--- src/rtl/test_mon_pkg.sv ---
// rtl/test_mon_pkg.sv - shared types and widths for the test-end monitor
package test_mon_pkg;

  localparam int CAUSE_W = 2;
  localparam int CNT_W   = 32;

  typedef enum logic [2:0] {
    ST_IDLE   = 3'd0,
    ST_DELAY  = 3'd1,
    ST_TRAP   = 3'd2,
    ST_RUN    = 3'd3,
    ST_SETTLE = 3'd4,
    ST_DONE   = 3'd5
  } mon_state_e;

  typedef enum logic [CAUSE_W-1:0] {
    CAUSE_NONE = 2'd0,
    CAUSE_ISA  = 2'd1,
    CAUSE_SW   = 2'd2,
    CAUSE_TMO  = 2'd3
  } end_cause_e;

endpackage

--- src/rtl/mon_dcnt.sv ---
// rtl/mon_dcnt.sv - loadable down-counter with zero flag, stops at zero
module mon_dcnt
  import test_mon_pkg::*;
#(
  parameter int W = CNT_W
) (
  input  logic         clk,
  input  logic         rst,
  input  logic         load_i,
  input  logic [W-1:0] load_val_i,
  input  logic         en_i,
  output logic         zero_o
);

  logic [W-1:0] cnt_q, cnt_d;

  always_comb begin
    cnt_d = cnt_q;
    if (load_i) begin
      cnt_d = load_val_i;
    end else if (en_i && (cnt_q != '0)) begin
      cnt_d = cnt_q - W'(1);
    end
  end

  always_ff @(posedge clk) begin
    if (rst) begin
      cnt_q <= '0;
    end else begin
      cnt_q <= cnt_d;
    end
  end

  assign zero_o = (cnt_q == '0);

endmodule

--- config.mk ---
export PLATFORM = sky130hd
export DESIGN_NAME = mon_dcnt
export DESIGN_NICKNAME = d
export VERILOG_FILES = /design/src/rtl/test_mon_pkg.sv /design/src/rtl/mon_dcnt.sv
export SDC_FILE = /design/constraint.sdc
export NUM_CORES = 1
export LEC_CHECK = 0
export ABC_AREA = 1
export CAP_MARGIN = 20
export CORE_AREA = 2 2 75 91
export CTS_CLUSTER_DIAMETER = 150
export DETAILED_ROUTE_END_ITERATION = 6
export DIE_AREA = 0 0 77 93
export GPL_ROUTABILITY_DRIVEN = 0
export SLEW_MARGIN = 0
export SYNTH_ARGS = -nofsm -noshare
export SYNTH_HDL_FRONTEND = slang
export SYNTH_SLANG_ARGS = --single-unit
--- constraint.sdc ---
create_clock -name clk -period 1.6 [get_ports clk]
set_input_delay 0.32 -clock clk [delete_from_list [all_inputs] [get_ports clk]]
set_output_delay 0.32 -clock clk [all_outputs]
set_load 0.005 [all_outputs]
Word-level counts from Yosys, hierarchy flattened:

Index checks and enable logic that the tools add are counted.

* multiplexer cells: 2
* reduce and logical (&&, ||, !) cells: 4
* add/sub/neg operators: 1

Operators by type and width (number)
* $mux 32: 2
* $logic_not 32->1: 1
* $reduce_bool 32->1: 1
* $sub 32x1->32 const B: 1
* $reduce_bool 2->1: 1
* $logic_and 1x1->1: 1

* logic and storage cells: 8
* bits in registers: 32

Depth between registers and ports, before layout:

* depth after elaboration: 4
* gate-level depth with buffers: 12
* depth with buffers taken out: 11

Least setup slack after synthesis:

OpenSTA, ideal clock, no wires.

* kind: flip-flop to flip-flop
* start: register cnt_q[0]
* end: register cnt_q[14]
* period minus slack after synthesis: 1667 ps
* library setup time: 122 ps
* data required time: 1478 ps
* arrival time: 1545 ps
* path slack: -67 ps
* cell stages (with the launch flop): 11
* path buffers: 1
* cell sequence: dfxtp_1 > inv_1 > ha_1 > nand2_4 > nor2_8 > nand2_4 > o21ai_4 > nand2_2 > buf_2 > nor2_1 > nor3_2

* cells in the longest elaborated chain, start to end: 3
* elaborated cells between the ends (all ways): 6
* those cells by class: add/sub (1); mux (2); reduce/logical (3)

RTL lines
* start: declaration: RTL line mon_dcnt.sv:15 `logic [W-1:0] cnt_q, cnt_d;`
* start signal: assignment: RTL line mon_dcnt.sv:30 `cnt_q <= cnt_d;`
* $sub 32x1->32 or $reduce_bool 32->1 (tied branches): RTL line mon_dcnt.sv:22, mon_dcnt.sv:21
* $mux 32 or $logic_and 1x1->1 (tied branches): RTL line mon_dcnt.sv:21 `end else if (en_i && (cnt_q != '0)) begin`
* $mux 32 or $reduce_bool 2->1 (tied branches)

Parallel ways exist; a longest one is shown, timed or not. The select of a mux whose other input is x is not followed.
A chain may end at the register's enable or synchronous reset.

Worst setup path after layout:

* start: register cnt_q[1]
* end: output zero_o

* cells in the longest elaborated chain, start to end: 1

RTL lines
* $logic_not 32->1: RTL line mon_dcnt.sv:34 `assign zero_o = (cnt_q == '0);`
* end: declaration: RTL line mon_dcnt.sv:12 `output logic zero_o`

No other way between the ends.

==> reports/results.ini <==
[global_routing]
grt_use_total = 0.2142
grt_util_met2 = 0.3787
grt_max_degree = 20
grt_use_met3 = 0.02992
use_met1 = 0.2738
antenna_found_initial = 0
grt.overflow.total = 0
grt_first_pass_wirelength_um = 12410
top_usage_layer = met2
grt_pass1_vias = 2685

[min_path]
min_path_type = reg2reg
worstHoldEndpoint = cnt_q[0]$_SDFFE_PP0P_
hold_start = cnt_q[0]$_SDFFE_PP0P_
min_delay_path_depth = 2

[finish]
syn2layout_area_growth_pct = 49.90
max_flop_register = cnt_q
top_regs = cnt_q: 32 flops
fin_cells = 595
final_cell_area_um2 = 3650
diodes = 0
fin_nets = 546
drive_gt1_frac = 0.3039
largest_reg_flops = 32
fin_util = 0.5769

[setup_path]
worstPathMaxFanout = 2
cp.required_ps = 1280
r2r_cells = 13
r2r_start = cnt_q[1]$_SDFFE_PP0P_
critical_path_class = reg2out
startpoint_type = flip-flop
critPathCaptureType = output port
regToRegEndpoint = cnt_q[23]$_SDFFE_PP0P_
rrSetupSlack_ps = -90
cp.arrival_ps = 1460

[timing]
hold_ws_ps = 478.7
tightest_slew_ps = 362.6
relSlewSlack = 0.7580
layout_setup_ws_ps = -177.3
slew_violations = 0
hold_viol = 0
period_needed_ps = 1777
period_share = 1.111
clock.fmax_ghz = 0.5627
setup_violations = 31
rsz0062_at_grt = yes
fin_worst_skew_ps = 4.583
final.setup.tns_ps = -1799

[floorplanning]
io_pins = 37
initial_utilization = 0.3849
core_um2 = 6326
die_w_um = 77
dieHeight_um = 93
row_count = 32
dieArea_um2 = 7161

[yosys]
syn-num-nets = 440
ys_seq_area_frac = 0.2631
yosys_warnings = 0
synth_area_um2 = 2435
ys_seq_elements = 32
postSynthAreaPerCell_um2 = 6.042
synth_cells = 403
synth_cell_type_count = 27

[routing]
vias_per_cell = 4.622
drt_first_iter_violations = 117
ant_nets = 0
dr.pass1.iters = 4
wirelength_um = 7109
drc = 0
wl_per_cell_um = 11.95
num_vias = 2750

[power_and_ir_drop]
power_mw = 2.583
p_leak_nw = 1.710
ir_worst_vdd_uv = 364.2
p_per_area_nw_per_um2 = 707.7

[clocking]
cts_tree = built
clock_latency_ps = 280
clkSinkCount = 32
cts_buffers = 5
htreeDepth = 2
clk_pin_slew_ps = 70
post_cts.repair.setup_buffers = 0
cts_max_path_buffers = 2
cts_root_buffer = clkbuf_8

[placement]
hpwl_um = 5544
io_buffers = 36
place_area_um2 = 3442
dp.cells = 587
dpl_worst_slack_ps = -390.8

[job]
drv_cap = 0

[outcome]
violations = setup timing
status = finished with violations

synth_stat cells:
cell | instances | area, µm²
nor2_1 | 129 | 484.2
nor2_8 | 1 | 20.02
nor3_1 | 1 | 5.000
buf_2 | 1 | 5.000
dfxtp_1 | 32 | 640.6
ha_1 | 1 | 12.51
o21bai_1 | 5 | 37.54
or2_2 | 2 | 12.51
nor2_2 | 4 | 25.02
inv_1 | 22 | 82.58
a21oi_1 | 3 | 15.01
a21oi_2 | 1 | 8.760
nand2_1 | 98 | 367.9
nand3_1 | 26 | 130.1
nand2_2 | 3 | 18.77
clkinv_4 | 1 | 8.760
nor2_4 | 2 | 22.52
nand4_1 | 4 | 25.02
o21ai_1 | 5 | 25.02
nor3_2 | 13 | 130.1
nand2_4 | 3 | 33.78
buf_6 | 4 | 45.04
o21ai_0 | 15 | 75.07
clkbuf_1 | 8 | 30.03
o21ai_4 | 1 | 16.27
xor2_1 | 12 | 105.1
xnor2_1 | 6 | 52.55
cells by family (layout without fill, tap and decap cells):
| logic type | after synthesis | in the layout | share of synthesized area |
|---|---|---|---|
| buffers and inverters | 36 | 143 | 0.07040 |
| flip-flops | 32 | 32 | 0.2631 |
| AO/OA/AOI/OAI | 30 | 30 | 0.07297 |
| XOR/XNOR | 18 | 18 | 0.06475 |
| adder cells (fa/ha/maj) | 1 | 1 | 0.005138 |
| AND/OR/NAND/NOR | 286 | 286 | 0.5236 |
per-layer routing:
layer / up-vias / wire (µm)
met4: 0 / 89
met1: 1222 / 3343
met2: 44 / 3443
met3: 9 / 232
li1: 1475 / -
met5: - / 0
timing repair:
item,CTS,global route
hold buffers,0,0
endpoints found under the hold margin,0,0
setup endpoints to repair,32,33
resized for setup,22,26
pin swaps,3,4
critical path: stages, from the launching register on:
cell     delay [ps]
dfxtp_2         320
inv_2            70
ha_4            140
nand2_4          70
nor2_8          110
nand2_2          70
nor3_2          110
nand2_1          80
nor2_2           90
buf_2           120
report_power, final:
group	internal [mW]	switching (mW)
clock network	0.343	0.316
registers	0.859	0.0432
logic	0.507	0.515
worst max path at each step:
| stage | from | end | slack, ps | cells past startpoint |
|---|---|---|---|---|
| final | cnt_q[1]$_SDFFE_PP0P_ | zero_o | -180 | 9 |
| after global routing | cnt_q[1]$_SDFFE_PP0P_ | zero_o | -260 | 9 |
| after CTS | cnt_q[0]$_SDFFE_PP0P_ | zero_o | -230 | 9 |
| after detailed placement | cnt_q[0]$_SDFFE_PP0P_ | zero_o | -390 | 9 |
| after global placement | cnt_q[0]$_SDFFE_PP0P_ | zero_o | -370 | 9 |
| after floorplan | cnt_q[0]$_SDFFE_PP0P_ | cnt_q[14]$_SDFFE_PP0P_ | 30 | 10 |
layout make-up:
class	count	area, µm²
Inverter	23	91.34
Clock inverter	2	10.01
Sequential cell	32	643.1
Clock buffer	6	82.58
Fill cell	654	2676
Timing Repair Buffer	112	970.9
Multi-Input combinational cell	335	1745
Tap cell	85	106.4
placed cells by master (no fill, tap or decap):
cell type and count:
clkbuf_8 6, nor2_4 6, nand2_1 93, xnor2_1 6, o21ai_1 5, buf_6 2, nor2_1 102, nand2_2 8
nand3_2 1, clkinv_2 2, or2_2 2, dfxtp_1 30, o21bai_1 5, o21ai_4 1, nand2_4 3, nand3_1 25
clkinv_4 1, inv_1 20, clkdlybuf4s50_1 35, o21ai_0 15, buf_2 1, buf_12 3, a21oi_2 1, a21oi_1 3
nor2_8 1, dfxtp_2 2, xor2_1 12, nand4_1 4, nor2_2 27, ha_4 1, nor3_2 14, inv_2 2
buf_4 71
Note: power is estimated with default switching activity, not from simulation.
